===== src/rtl/ace_snoop_initiator.sv =====
// Interconnect-side ACE snoop initiator: issues one snoop on AC, collects the CR
// response and an optional CD cache line, and returns them as a single result.
module ace_snoop_initiator #(
  parameter int WIDTH_A     = 32,
  parameter int WIDTH_D     = 32,
  parameter int LINE_WORDS  = 4,
  parameter int TIMEOUT_CYC = 1024
) (
  input  logic                          clk,
  input  logic                          rst,
  input  logic                          req_valid,
  output logic                          req_ready,
  input  logic [WIDTH_A-1:0]            req_addr,
  input  logic [3:0]                    req_snoop,
  input  logic [2:0]                    req_prot,
  output logic                          AC_VALID,
  input  logic                          AC_READY,
  output logic [WIDTH_A-1:0]            AC_ADDR,
  output logic [3:0]                    AC_SNOOP,
  output logic [2:0]                    AC_PROT,
  input  logic                          CR_VALID,
  output logic                          CR_READY,
  input  logic [4:0]                    CR_RESP,
  input  logic                          CD_VALID,
  output logic                          CD_READY,
  input  logic                          CD_LAST,
  input  logic [WIDTH_D-1:0]            CD_DATA,
  output logic                          rsp_valid,
  input  logic                          rsp_ready,
  output logic [4:0]                    rsp_cr_resp,
  output logic                          rsp_has_data,
  output logic [LINE_WORDS*WIDTH_D-1:0] rsp_line,
  output logic                          rsp_err,
  output logic                          rsp_timeout
);

  localparam int BCW = $clog2(LINE_WORDS + 1);
  localparam int TCW = (TIMEOUT_CYC > 0) ? $clog2(TIMEOUT_CYC + 1) : 1;
  localparam logic [BCW-1:0] BEAT_LAST  = BCW'(LINE_WORDS - 1);
  localparam logic [BCW-1:0] BEAT_FULL  = BCW'(LINE_WORDS);
  localparam logic [TCW-1:0] WAIT_LIM   = TCW'(TIMEOUT_CYC);
  localparam logic [TCW-1:0] WAIT_MAX   = '1;
  localparam bit             TIMEOUT_EN = (TIMEOUT_CYC != 0);

  typedef enum logic [2:0] {
    S_IDLE,
    S_AC,
    S_CR,
    S_CD,
    S_RSP
  } state_t;

  state_t                          state_q, state_d;
  logic                            req_ready_q, req_ready_d;
  logic                            ac_valid_q, ac_valid_d;
  logic [WIDTH_A-1:0]              ac_addr_q, ac_addr_d;
  logic [3:0]                      ac_snoop_q, ac_snoop_d;
  logic [2:0]                      ac_prot_q, ac_prot_d;
  logic                            cr_ready_q, cr_ready_d;
  logic                            cd_ready_q, cd_ready_d;
  logic                            rsp_valid_q, rsp_valid_d;
  logic [4:0]                      rsp_cr_resp_q, rsp_cr_resp_d;
  logic                            rsp_has_data_q, rsp_has_data_d;
  logic [LINE_WORDS*WIDTH_D-1:0]   rsp_line_q, rsp_line_d;
  logic                            rsp_err_q, rsp_err_d;
  logic                            rsp_timeout_q, rsp_timeout_d;
  logic [TCW-1:0]                  wait_cnt_q, wait_cnt_d;
  logic [BCW-1:0]                  beat_cnt_q, beat_cnt_d;

  always_comb begin
    state_d        = state_q;
    ac_addr_d      = ac_addr_q;
    ac_snoop_d     = ac_snoop_q;
    ac_prot_d      = ac_prot_q;
    rsp_cr_resp_d  = rsp_cr_resp_q;
    rsp_has_data_d = rsp_has_data_q;
    rsp_line_d     = rsp_line_q;
    rsp_err_d      = rsp_err_q;
    rsp_timeout_d  = rsp_timeout_q;
    wait_cnt_d     = wait_cnt_q;
    beat_cnt_d     = beat_cnt_q;

    case (state_q)
      S_IDLE: begin
        if (req_valid && req_ready_q) begin
          ac_addr_d      = req_addr;
          ac_snoop_d     = req_snoop;
          ac_prot_d      = req_prot;
          rsp_cr_resp_d  = '0;
          rsp_has_data_d = 1'b0;
          rsp_line_d     = '0;
          rsp_err_d      = 1'b0;
          rsp_timeout_d  = 1'b0;
          wait_cnt_d     = '0;
          beat_cnt_d     = '0;
          state_d        = S_AC;
        end
      end

      S_AC: begin
        if (ac_valid_q && AC_READY) begin
          state_d = S_CR;
        end
      end

      S_CR: begin
        // A response arriving in the timeout cycle takes priority over the timeout.
        if (CR_VALID && cr_ready_q) begin
          rsp_cr_resp_d = CR_RESP;
          if (CR_RESP[1]) begin
            rsp_err_d = 1'b1;
          end
          if (CR_RESP[0]) begin
            rsp_has_data_d = 1'b1;
            state_d        = S_CD;
          end else begin
            state_d = S_RSP;
          end
        end else if (TIMEOUT_EN && (wait_cnt_q + TCW'(1) == WAIT_LIM)) begin
          rsp_timeout_d = 1'b1;
          rsp_cr_resp_d = '0;
          state_d       = S_RSP;
        end else if (wait_cnt_q != WAIT_MAX) begin
          wait_cnt_d = wait_cnt_q + TCW'(1);
        end
      end

      S_CD: begin
        if (CD_VALID && cd_ready_q) begin
          if (beat_cnt_q < BEAT_FULL) begin
            for (int i = 0; i < LINE_WORDS; i++) begin
              if (beat_cnt_q == BCW'(i)) begin
                rsp_line_d[i*WIDTH_D +: WIDTH_D] = CD_DATA;
              end
            end
            beat_cnt_d = beat_cnt_q + BCW'(1);
          end else begin
            rsp_err_d = 1'b1;
          end
          // beat_cnt_q still counts the beats before this one
          if (CD_LAST) begin
            if (beat_cnt_q != BEAT_LAST) begin
              rsp_err_d = 1'b1;
            end
            state_d = S_RSP;
          end
        end
      end

      S_RSP: begin
        if (rsp_valid_q && rsp_ready) begin
          state_d = S_IDLE;
        end
      end

      default: state_d = S_IDLE;
    endcase

    // Handshake outputs are registered decodes of the upcoming state.
    req_ready_d = (state_d == S_IDLE);
    ac_valid_d  = (state_d == S_AC);
    cr_ready_d  = (state_d == S_CR);
    cd_ready_d  = (state_d == S_CD);
    rsp_valid_d = (state_d == S_RSP);
  end

  always_ff @(posedge clk) begin
    if (rst) begin
      state_q        <= S_IDLE;
      req_ready_q    <= 1'b0;
      ac_valid_q     <= 1'b0;
      ac_addr_q      <= '0;
      ac_snoop_q     <= '0;
      ac_prot_q      <= '0;
      cr_ready_q     <= 1'b0;
      cd_ready_q     <= 1'b0;
      rsp_valid_q    <= 1'b0;
      rsp_cr_resp_q  <= '0;
      rsp_has_data_q <= 1'b0;
      rsp_line_q     <= '0;
      rsp_err_q      <= 1'b0;
      rsp_timeout_q  <= 1'b0;
      wait_cnt_q     <= '0;
      beat_cnt_q     <= '0;
    end else begin
      state_q        <= state_d;
      req_ready_q    <= req_ready_d;
      ac_valid_q     <= ac_valid_d;
      ac_addr_q      <= ac_addr_d;
      ac_snoop_q     <= ac_snoop_d;
      ac_prot_q      <= ac_prot_d;
      cr_ready_q     <= cr_ready_d;
      cd_ready_q     <= cd_ready_d;
      rsp_valid_q    <= rsp_valid_d;
      rsp_cr_resp_q  <= rsp_cr_resp_d;
      rsp_has_data_q <= rsp_has_data_d;
      rsp_line_q     <= rsp_line_d;
      rsp_err_q      <= rsp_err_d;
      rsp_timeout_q  <= rsp_timeout_d;
      wait_cnt_q     <= wait_cnt_d;
      beat_cnt_q     <= beat_cnt_d;
    end
  end

  assign req_ready    = req_ready_q;
  assign AC_VALID     = ac_valid_q;
  assign AC_ADDR      = ac_addr_q;
  assign AC_SNOOP     = ac_snoop_q;
  assign AC_PROT      = ac_prot_q;
  assign CR_READY     = cr_ready_q;
  assign CD_READY     = cd_ready_q;
  assign rsp_valid    = rsp_valid_q;
  assign rsp_cr_resp  = rsp_cr_resp_q;
  assign rsp_has_data = rsp_has_data_q;
  assign rsp_line     = rsp_line_q;
  assign rsp_err      = rsp_err_q;
  assign rsp_timeout  = rsp_timeout_q;

endmodule


===== config.mk =====
export PLATFORM = sky130hd
export DESIGN_NAME = ace_snoop_initiator
export DESIGN_NICKNAME = d
export VERILOG_FILES = /design/src/rtl/ace_snoop_initiator.sv
export SDC_FILE = /design/constraint.sdc
export NUM_CORES = 1
export LEC_CHECK = 0
export CAP_MARGIN = 20
export CORE_MARGIN = 3
export CORE_UTILIZATION = 25
export CTS_CLUSTER_DIAMETER = 80
export DETAILED_ROUTE_END_ITERATION = 10
export GPL_TIMING_DRIVEN = 1
export SYNTH_ARGS = -nofsm -noshare
export SYNTH_HDL_FRONTEND = slang
export SYNTH_SLANG_ARGS = --single-unit
export TNS_END_PERCENT = 50

===== constraint.sdc =====
create_clock -name clk -period 4.8 [get_ports clk]
set_input_delay 0.96 -clock clk [delete_from_list [all_inputs] [get_ports clk]]
set_output_delay 0.96 -clock clk [all_outputs]
set_load 0.03 [all_outputs]

== Yosys cells after proc, flatten, opt, wreduce, memory -nomap -nowiden ==
Cells that the tools add are included.

* Register bits after elaboration: 197
* Logic and storage cells: 117
* Input bits: 84

* Reduce and logical (&&, ||, !) cells: 22
* Magnitude comparators: 1
* Equality and inequality tests: 29
* Muxes and demuxes: 44
* Add/subtract/negate cells: 2

{| class="wikitable"
|+ Operators by type and width
! cell !! count
|-
| two-way mux 128 bit || 3
|-
| case mux 128 bit (2 select lines) || 1
|-
| two-way mux 32 bit || 4
|-
| two-way mux 11 bit || 4
|-
| two-way mux 3 bit || 11
|-
| AND reduction 5 bit || 6
|-
| != test 2 bit (second input constant) || 14
|-
| case mux 11 bit (2 select lines) || 1
|-
| equality test 3 x 2 -> 1 bit (second input constant) || 6
|-
| two-way mux 5 bit || 3
|-
| case mux 3 bit (5 select lines) || 1
|-
| AND reduction 4 bit || 3
|-
| adder 11 x 1 -> 11 bit (second input constant) || 1
|-
| equality test 11 bit (second input constant) || 1
|-
| two-way mux 1 bit || 11
|-
| != test 11 bit (second input constant) || 1
|-
| case mux 5 bit (2 select lines) || 1
|-
| equality test 3 x 1 -> 1 bit (second input constant) || 3
|-
| logical NOT 3 bit || 3
|-
| equality test 3 bit (second input constant) || 2
|-
| case mux 3 bit (2 select lines) || 1
|-
| logical AND 1 bit || 5
|-
| case mux 1 bit (2 select lines) || 2
|-
| nonzero test 2 bit || 2
|-
| other kinds (8) || 8
|}

== Logic depth before layout (Yosys ltp) ==
Gate-level depths: netlist of the first run.

* Depth after elaboration: 6
* Mapped depth: 9
* Mapped depth without buffers: 7

== Worst setup path before layout of the first run ==
No wires, ideal clock.

* Path kind: in2reg
* Start point: input req_valid
* End point: register wait_cnt_q[7]
* Stages: 8
* Arrival time: 2.252 ns
* Path slack: 2.413 ns
* Path buffers: 2
* Path through: a21oi_2 -> or3_1 -> buf_6 -> a31oi_4 -> o211ai_4 -> buf_6 -> o311ai_0 -> o41ai_1

* Word-level cells in the longest chain between the ends: 3

{| class="wikitable"
|+ Ends and longest elaborated chain
! item !! RTL line !! text
|-
| from (decl) || 11 || <nowiki>input logic req_valid,</nowiki>
|-
| logical AND 1 bit || 85 || <nowiki>if (req_valid && req_ready_q) begin</nowiki>
|-
| != test 2 bit (no line) || -- ||
|-
| AND reduction 5 bit (no line) || -- ||
|-
| to (signal assigned) || 200 || <nowiki>wait_cnt_q <= wait_cnt_d;</nowiki>
|-
| to (decl) || 67 || <nowiki>logic [TCW-1:0] wait_cnt_q, wait_cnt_d;</nowiki>
|}

No other way between the ends.
A chain may end at the register's enable or synchronous reset.

== Worst setup path in the final report of the first run ==
* Start point: input CD_VALID
* End point: register rsp_line_q[64], in the netlist rsp_line[64]

* Word-level cells in the longest chain between the ends: 3

{| class="wikitable"
|+ Ends and longest elaborated chain
! item !! RTL line !! text
|-
| from (decl) || 24 || <nowiki>input logic CD_VALID,</nowiki>
|-
| logical AND 1 bit || 129 || <nowiki>if (CD_VALID && cd_ready_q) begin</nowiki>
|-
| != test 2 bit (no line) || -- ||
|-
| AND reduction 5 bit (no line) || -- ||
|-
| to (signal assigned) || 197 || <nowiki>rsp_line_q <= rsp_line_d;</nowiki>
|-
| to (decl) || 64 || <nowiki>logic [LINE_WORDS*WIDTH_D-1:0] rsp_line_q, rsp_line_d;</nowiki>
|}

No other way between the ends.

==> metrics.cfg, run 1 <==
[final_layout]
diodes=0
fin_nets=1238
drive_above_1_share_pct=5.17
finalInstanceArea_um2=11000
area_delta_synth_final_pct=46.1

[global_route]
track_usage_pct=16.0
overflow=0
antenna_found_initial=0
grt_pass1_wl_um=41900
grt_pass1_vias=7113
grt_max_degree=111

[timing]
maxSlewViolCount=0
max_freq_mhz=338
final.setup.tns_ns=0
fin_worst_skew_ns=0.0148
layout_min_cycle_time_ns=2.96
period_share_pct=61.7
setup_viol=0
slew_headroom_pct=32.8
rsz0062_at_grt=no
hold_violations=0
worst_pin_slew_ns=1.00

[cts]
cts_setup_buffers=0
cts_buffer_depth=2
hold_buffers=0
cts_made_buffers=17
root_buffer=clkbuf_16
cts.sinks=197
clk_latency_ns=0.44
clk_pin_slew_ns=0.07
cts_tree=yes
cts_resized=0
cts_max_level=4

[hold_path]
hold_class=reg2reg
hold_start=AC_ADDR[11]$_SDFFE_PP0P_

[yosys]
ys.flop_type=dfxtp_1
synthCells=937
syn-cell-area_um2=7530
ys_seq_elements=197
yosysUniqueCellTypes=50
async_flop_share_pct=0
syn_nets=1027
synth-warning-count=0
yosysSeqAreaShare_pct=52.4
synth_edf_count=0
syn_avg_cell_area_um2=8.04

[floorplan]
io_pins=264
initial_utilization_pct=25.8
die_x_um=180
fp.dieH_um=180
num_rows=62
dieArea_um2=32300
core_um2=29200

[detailed_routing]
drt_iter0_drc=519
totalWireLength_um=26500
drc=0
first_pass_iters=5
vias=7392
wire_per_inst_um=17.1
drtAntennaViolNets=0
via_per_inst=4.78

[setup_path]
crit_arrival_ns=3.31
path_cells=clkdlybuf4s50_1 > and3b_1 > nand3_1 > a21oi_2 > o21a_2 > nand3_1 > a21oi_1
path_common_cell=nand3_1
reg2reg_from=state_q[1]$_SDFF_PP0_
end_kind=register
critPathMaxStageDelay_ns=0.77
reg2reg_slack_ns=2.05
crit_start=CD_VALID
crit_slowest_cell=o21a_2
cp_max_fo=32
crit_type=in2reg
cp_data_required_time_ns=5.15
crit_path_start_kind=input port

[place]
io_buffers=263
dpl_cell_area_um2=10400
dpl.hpwl_um=17300
gp_congestion=0.778

[run]
drv_cap=0

[pwr]
ir_drop_mv=0.183
powerDensity_nw_per_um2=315
leakage_nw=3.54

[run_status]
outcome=complete, no violations

==> state kept, by name, summed over array words and instances, names as in the netlist, 3 cells and up <==
register     cells
beat_cnt_q       3
rsp_cr_resp      5
AC_SNOOP         4
rsp_line       128
wait_cnt_q      11
AC_ADDR         32
state_q          3
AC_PROT          3
==> metrics by stage <==
step | setup slack (ns) | hold slack [ns] | total power (W) | utilization [%] | std cells
after floorplan | 2.41 | 0.466 | 0.00188 | - | 937
after global placement | 1.46 | 0.440 | 0.00205 | 35.7 | 1513
after detailed placement | 1.38 | 0.446 | 0.00205 | 35.7 | 1513
after CTS | 1.84 | 0.457 | 0.00353 | 37.7 | 1545
after global routing | 1.66 | 0.471 | 0.00362 | 37.7 | 1545
final | 1.84 | 0.454 | 0.00347 | 37.7 | 1545
==> per-layer routing <==
layer,vias up,part of all wire (%),track usage (%)
met1,3501,44,20.7
met2,235,47,26.2
met5,-,0,0
met3,23,7.3,4.99
li1,3633,-,-
met4,0,1.7,4.15
==> final cells by class <==
type,count,area [um^2]
timing repair buffer,268,2670
clock inverter,15,165
tap,384,480
multi-input combinational,657,3300
inverter,7,26.3
fill,3056,18200
clock buffer,17,425
sequential,197,3940
==> power breakdown <==
group	leakage [nW]	total (W)	internal (W)	switching, W
Clock	0.288	0.00146	0.000743	0.000720
Sequential	1.59	0.00167	0.00165	0.0000149
Combinational	1.66	0.000340	0.000123	0.000217
==> final timing paths <==
kind / endpoint / cells past startpoint
max: rsp_line[64]$_SDFFE_PP0P_ / 7
min: AC_ADDR[11]$_SDFFE_PP0P_ / 2
max reg2reg: wait_cnt_q[1]$_SDFFE_PP0P_ / 5
min reg2reg: AC_ADDR[11]$_SDFFE_PP0P_ / 2
==> cells in the mapped netlist (4+ instances only) <==
cell type / count / share of area (%)
a22oi_1: 5 / 0.50
buf_1: 6 / 0.30
or3_1: 6 / 0.50
nor3_1: 4 / 0.27
nor2_1: 20 / 1.0
dfxtp_1: 197 / 52
ha_1: 6 / 1.0
a21oi_1: 182 / 12
and3_1: 6 / 0.50
clkbuf_1: 61 / 3.0
inv_1: 7 / 0.35
nand2_1: 221 / 11
buf_2: 6 / 0.40
nand3_1: 148 / 9.8
and2_1: 5 / 0.42
==> placed cells by master (no fill, tap or decap), drive strengths merged, types with 4 or more instances in the layout <==
cell and n:
a21oi 185, a22oi 5, a31oi 4, and2 5, and3 6, buf 6
clkbuf 17, clkdlybuf4s50 262, clkinv 7, dfxtp 197, ha 6, inv 13
nand2 221, nand3 148, nor2 20, nor3 6, o21a 4, o21ai 5
or3 6
==> kinds of logic after synthesis <==
kind of cell / share of synthesized area (%)
fa+ha+maj: 0.996
simple gates: 25.2
mux: 0.598
flops: 52.4
compound gates: 16.4
buf+inv: 4.48
==> critical path: cells and delay by family <==
kind / cells / cell delay [ns]
AO/OA/AOI/OAI: 3 / 1.39
buffers and inverters: 1 / 0.49
AND/OR/NAND/NOR: 3 / 0.46
No activity file was read; power rests on OpenSTA's default activity.
==> run 2, diff against run 1 <==
==> constraint.sdc (replaced) <==
create_clock -name clk -period 2.4 [get_ports clk]
set_input_delay 0.48 -clock clk [delete_from_list [all_inputs] [get_ports clk]]
set_output_delay 0.48 -clock clk [all_outputs]
set_load 0.03 [all_outputs]
==> metrics.cfg, run 2 (synthesis results as in run 1) <==
[run_status]
outcome=complete, no violations

[cts]
cts_max_level=4  ; unchanged
root_buffer=clkbuf_16
hold_buffers=0  ; unchanged
cts.sinks=197  ; unchanged
cts_tree=yes
clk_latency_ns=0.44  ; about the same
cts_buffer_depth=2  ; unchanged
cts_made_buffers=17  ; unchanged
clk_pin_slew_ns=0.08  ; about the same

[setup_path]
reg2reg_slack_ns=0.26  ; -1.79 ns
crit_type=reg2reg
reg2reg_to=wait_cnt_q[7]$_SDFFE_PP0P_
cp_max_fo=6  ; -81%
end_kind=register
crit_path_start_kind=register
cp_data_required_time_ns=2.74  ; -2.41 ns
crit_end=wait_cnt_q[7]$_SDFFE_PP0P_
crit_start=wait_cnt_q[2]$_SDFFE_PP0P_
crit_arrival_ns=2.48  ; -0.83 ns
reg2reg_depth=6  ; +1
reg2reg_from=wait_cnt_q[2]$_SDFFE_PP0P_

[final_layout]
utilization_pct=38.8  ; +1.0 points
largest_reg_flops=128  ; unchanged
fin_nets=1257  ; +1.5%
area_delta_synth_final_pct=50.2
nFillCells=2992  ; -2.1%
seq_area_um2=3940  ; unchanged
multi_input_area_um2=3300  ; +0.19%
diodes=0  ; unchanged
finalInstanceArea_um2=11300  ; +2.8%
final_cell_mix=262 x clkdlybuf4s50_1, 220 x nand2_1, 197 x dfxtp_1
drive_above_1_share_pct=6.69  ; +1.5 points
final_common_cell=clkdlybuf4s50_1

[detailed_routing]
drc=0  ; unchanged
vias=7508  ; +1.6%
first_pass_iters=5  ; unchanged
totalWireLength_um=27000  ; +2.0%
via_per_inst=4.80  ; +0.34%
drt_iter0_drc=465  ; -10%
wire_per_inst_um=17.3  ; +0.77%
drtAntennaViolNets=0  ; unchanged

[global_route]
grt_max_degree=93  ; -16%
antenna_found_initial=0  ; unchanged
grt_pass1_wl_um=42200  ; +0.57%
grt_pass1_vias=7308  ; +2.7%
overflow=0  ; unchanged
track_usage_pct=16.2  ; +0.13 points

[run]
drv_cap=0  ; unchanged

[timing]
rsz0062_at_grt=no
setup_ws_ns=0.259  ; -1.58 ns
period_share_pct=89.2
hold_violations=0  ; unchanged
max_freq_mhz=467
fin_worst_skew_ns=0.0170  ; +0.00220 ns
maxSlewViolCount=0  ; unchanged
worst_pin_slew_ns=1.08  ; +0.0755 ns
setup_viol=0  ; unchanged
layout_min_cycle_time_ns=2.14
slew_headroom_pct=27.7  ; -5.1 points
final.setup.tns_ns=0  ; unchanged

[floorplan]
io_pins=264  ; unchanged
fp.dieH_um=180  ; unchanged
initial_utilization_pct=25.8  ; unchanged
dieArea_um2=32300  ; unchanged
num_rows=62  ; unchanged
die_x_um=180  ; unchanged
core_um2=29200  ; unchanged

[place]
dpl_cell_area_um2=10700  ; +2.7%
dpl.hpwl_um=17700  ; +2.1%
gp_congestion=0.819  ; +5.3%
io_buffers=263  ; unchanged
place_ws_ns=-0.0242  ; -1.41 ns

[pwr]
leakage_nw=3.70  ; +4.5%
ir_drop_mv=0.364  ; +99%
power_w=0.00702  ; +100%
powerDensity_nw_per_um2=621  ; +97%

[hold_path]
hold_class=reg2reg

run 2: changes by cell type in the layout (fill, tap and decap cells not counted):
cell       delta
clkinv_2      -1
inv_8         -1
buf_4         +8
buf_12       +11
inv_6         +2
nor3_4        +1
clkinv_8      +5
clkinv_4      -4
bufinv_16     -1
nor3_2        -1
run 2: worst max-delay path: stages (launching register included):
cell	delay, ns
dfxtp_1	0.42
nand3_1	0.25
nor3_4	0.36
mux2i_1	0.35
o211ai_4	0.14
or3_1	0.31
o41ai_1	0.22
run 2: worst min path at each step:
stage	startpoint	endpoint	slack, ns	cells past startpoint
floorplan	wait_cnt_q[6]$_SDFFE_PP0P_	wait_cnt_q[6]$_SDFFE_PP0P_	0.47	2
global placement	AC_SNOOP[0]$_SDFFE_PP0P_	AC_SNOOP[0]$_SDFFE_PP0P_	0.44	2
detailed placement	rsp_line[6]$_SDFFE_PP0P_	rsp_line[6]$_SDFFE_PP0P_	0.45	2
CTS	rsp_line[92]$_SDFFE_PP0P_	rsp_line[92]$_SDFFE_PP0P_	0.46	2
global route	rsp_line[22]$_SDFFE_PP0P_	rsp_line[22]$_SDFFE_PP0P_	0.47	2
finish	AC_ADDR[17]$_SDFFE_PP0P_	AC_ADDR[17]$_SDFFE_PP0P_	0.46	2
run 2: area by class of cell:
type	instances	area share (%)
clock inverter	15	1.61
timing repair buffer	287	26.1
sequential	197	34.9
clock buffer	17	3.76
inverter	7	0.232
multi-input combinational	657	29.2
tap	384	4.25
run 2: where the power goes:
part	switching, W	internal [W]	leakage (nW)
registers	0.0000303	0.00331	1.59
logic	0.000449	0.000293	1.82
clock network	0.00152	0.00142	0.291
total	0.00200	0.00502	3.70
run 2: what timing repair did:
| item | CTS | global route |
|---|---|---|
| resized for setup | 0 | 1 |
| endpoints found under the setup margin | 0 | 1 |
| setup buffers | 0 | 0 |
run 2: metal layers:
metal / global-route usage [%] / wire length (um) / vias to the layer above
met4: 4.80 / 536 / 0
met5: 0 / 0 / -
met2: 26.1 / 12500 / 231
met3: 4.65 / 1660 / 26
li1: - / - / 3680
met1: 21.1 / 12400 / 3571
run 2: stage by stage:
stage | instances | hold WS (ns)
6_report | 1564 | 0.455
5_1_grt | 1564 | 0.473
4_1_cts | 1564 | 0.457
3_5_place_dp | 1532 | 0.446
3_3_place_gp | 1532 | 0.440
2_1_floorplan | 937 | 0.466
==> run 3, diff against run 2 <==
==> constraint.sdc (replaced) <==
create_clock -name clk -period 2.2 [get_ports clk]
set_input_delay 0.44 -clock clk [delete_from_list [all_inputs] [get_ports clk]]
set_output_delay 0.44 -clock clk [all_outputs]
set_load 0.03 [all_outputs]
==> metrics.cfg, run 3 (synthesis results as in run 1) <==
[cts]
cts_resized=0  ; unchanged
cts_made_buffers=17  ; unchanged
cts_buffer_depth=2  ; unchanged
cts_max_level=4  ; unchanged
cts.sinks=197  ; unchanged
hold_buffers=0  ; unchanged
cts_tree=yes
root_buffer=clkbuf_16
clk_pin_slew_ns=0.08  ; about the same
cts_setup_buffers=0  ; unchanged
clk_latency_ns=0.43  ; about the same

[detailed_routing]
drtAntennaViolNets=0  ; unchanged
drt_iter0_drc=356  ; -23%
drc=0  ; unchanged
totalWireLength_um=26700  ; -0.96%
first_pass_iters=5  ; unchanged
wire_per_inst_um=16.9  ; -2.0%
via_per_inst=4.74  ; -1.2%
vias=7497  ; -0.15%

[timing]
fin_worst_skew_ns=0.0100  ; -0.00702 ns
max_freq_mhz=485
period_share_pct=93.6
layout_min_cycle_time_ns=2.06
rsz0062_at_grt=no
slew_headroom_pct=64.1  ; +36 points
hold_violations=0  ; unchanged
worst_pin_slew_ns=0.538  ; -0.542 ns
setup_ws_ns=0.140  ; -0.119 ns
hold_ws_ns=0.438  ; -0.0170 ns
setup_viol=0  ; unchanged
maxSlewViolCount=0  ; unchanged

[setup_path]
cp.depth=1  ; -5
cp_max_fo=5  ; -1
cp_data_required_time_ns=1.76  ; -0.98 ns
crit_slowest_cell=clkdlybuf4s50_1
reg2reg_depth=7  ; +1
cp_num_buf_inv=1  ; +1
reg2reg_slack_ns=0.17  ; -0.09 ns
end_kind=primary output
crit_type=reg2out
crit_arrival_ns=1.62  ; -0.86 ns
path_cells=clkdlybuf4s50_1
critPathMaxStageDelay_ns=0.74  ; +0.32 ns
crit_path_start_kind=register
crit_family=buffers and inverters

[final_layout]
final_cell_mix=262 x clkdlybuf4s50_1, 220 x nand2_1, 197 x dfxtp_1
stdcell_count=1581  ; +1.1%
largest_reg_flops=128  ; unchanged
fin_nets=1274  ; +1.4%
finalInstanceArea_um2=11500  ; +1.9%
final_common_cell=clkdlybuf4s50_1
drive_above_1_share_pct=8.10  ; +1.4 points
area_delta_synth_final_pct=53.0
diodes=0  ; unchanged

[place]
dp_cells=1549  ; +1.1%
dpl_cell_area_um2=10900  ; +2.0%
gp_congestion=0.801  ; -2.2%
dpl.hpwl_um=18400  ; +4.2%
place_ws_ns=-0.188  ; -0.164 ns
io_buffers=263  ; unchanged

[floorplan]
io_pins=264  ; unchanged
die_x_um=180  ; unchanged
num_rows=62  ; unchanged
core_um2=29200  ; unchanged
fp.dieH_um=180  ; unchanged
dieArea_um2=32300  ; unchanged
initial_utilization_pct=25.8  ; unchanged

[run_status]
outcome=complete, no violations

[pwr]
powerDensity_nw_per_um2=665  ; +7.2%
power_w=0.00766  ; +9.2%
ir_drop_mv=0.436  ; +20%
leakage_nw=3.82  ; +3.1%

[hold_path]
hold_path_depth=2  ; unchanged
hold_class=in2reg

[global_route]
overflow=0  ; unchanged
track_usage_pct=16.2  ; +0.058 points
grt_pass1_vias=7312  ; +0.055%
grt_pass1_wl_um=42600  ; +0.96%
grt_max_degree=94  ; +1.1%
antenna_found_initial=0  ; unchanged

[run]
drv_cap=0  ; unchanged

[run 3: cell type report]
class / instances / area, um^2
repair buffers: 304 / 3170
inverters: 7 / 26.3
multi-input cells: 657 / 3310
flip-flops and latches: 197 / 3940
well taps: 384 / 480
clock buffers: 17 / 425
fillers: 2951 / 17600
clock inverters: 15 / 166
[run 3: worst paths after layout]
check                        startpoint                     endpoint
max                req_ready$_SDFF_PP0_                    req_ready
min                                 rst  wait_cnt_q[10]$_SDFFE_PP0P_
max reg2reg  wait_cnt_q[2]$_SDFFE_PP0P_   wait_cnt_q[0]$_SDFFE_PP0P_
min reg2reg    AC_ADDR[24]$_SDFFE_PP0P_     AC_ADDR[24]$_SDFFE_PP0P_
[run 3: per-stage QoR]
stage | utilization, % | TNS [ns]
after floorplan | - | 0
after global placement | 37.4 | -1.76
after detailed placement | 37.4 | -4.41
after CTS | 39.4 | 0
after global routing | 39.5 | 0
final | 39.5 | 0
[run 3: power by group]
| group | leakage [nW] | internal (W) | switching (W) | total [W] |
|---|---|---|---|---|
| Combinational | 1.94 | 0.000357 | 0.000496 | 0.000853 |
| Sequential | 1.59 | 0.00361 | 0.0000300 | 0.00364 |
| Clock | 0.285 | 0.00162 | 0.00155 | 0.00317 |
[run 3: routing by layer]
| metal | global-route usage [%] | vias to the layer above | part of all wire, % |
|---|---|---|---|
| li1 | - | 3701 | - |
| met1 | 21.0 | 3536 | 44 |
| met2 | 26.7 | 237 | 47 |
| met3 | 4.20 | 23 | 6.8 |
| met4 | 4.92 | 0 | 2.0 |
| met5 | 0 | - | 0 |
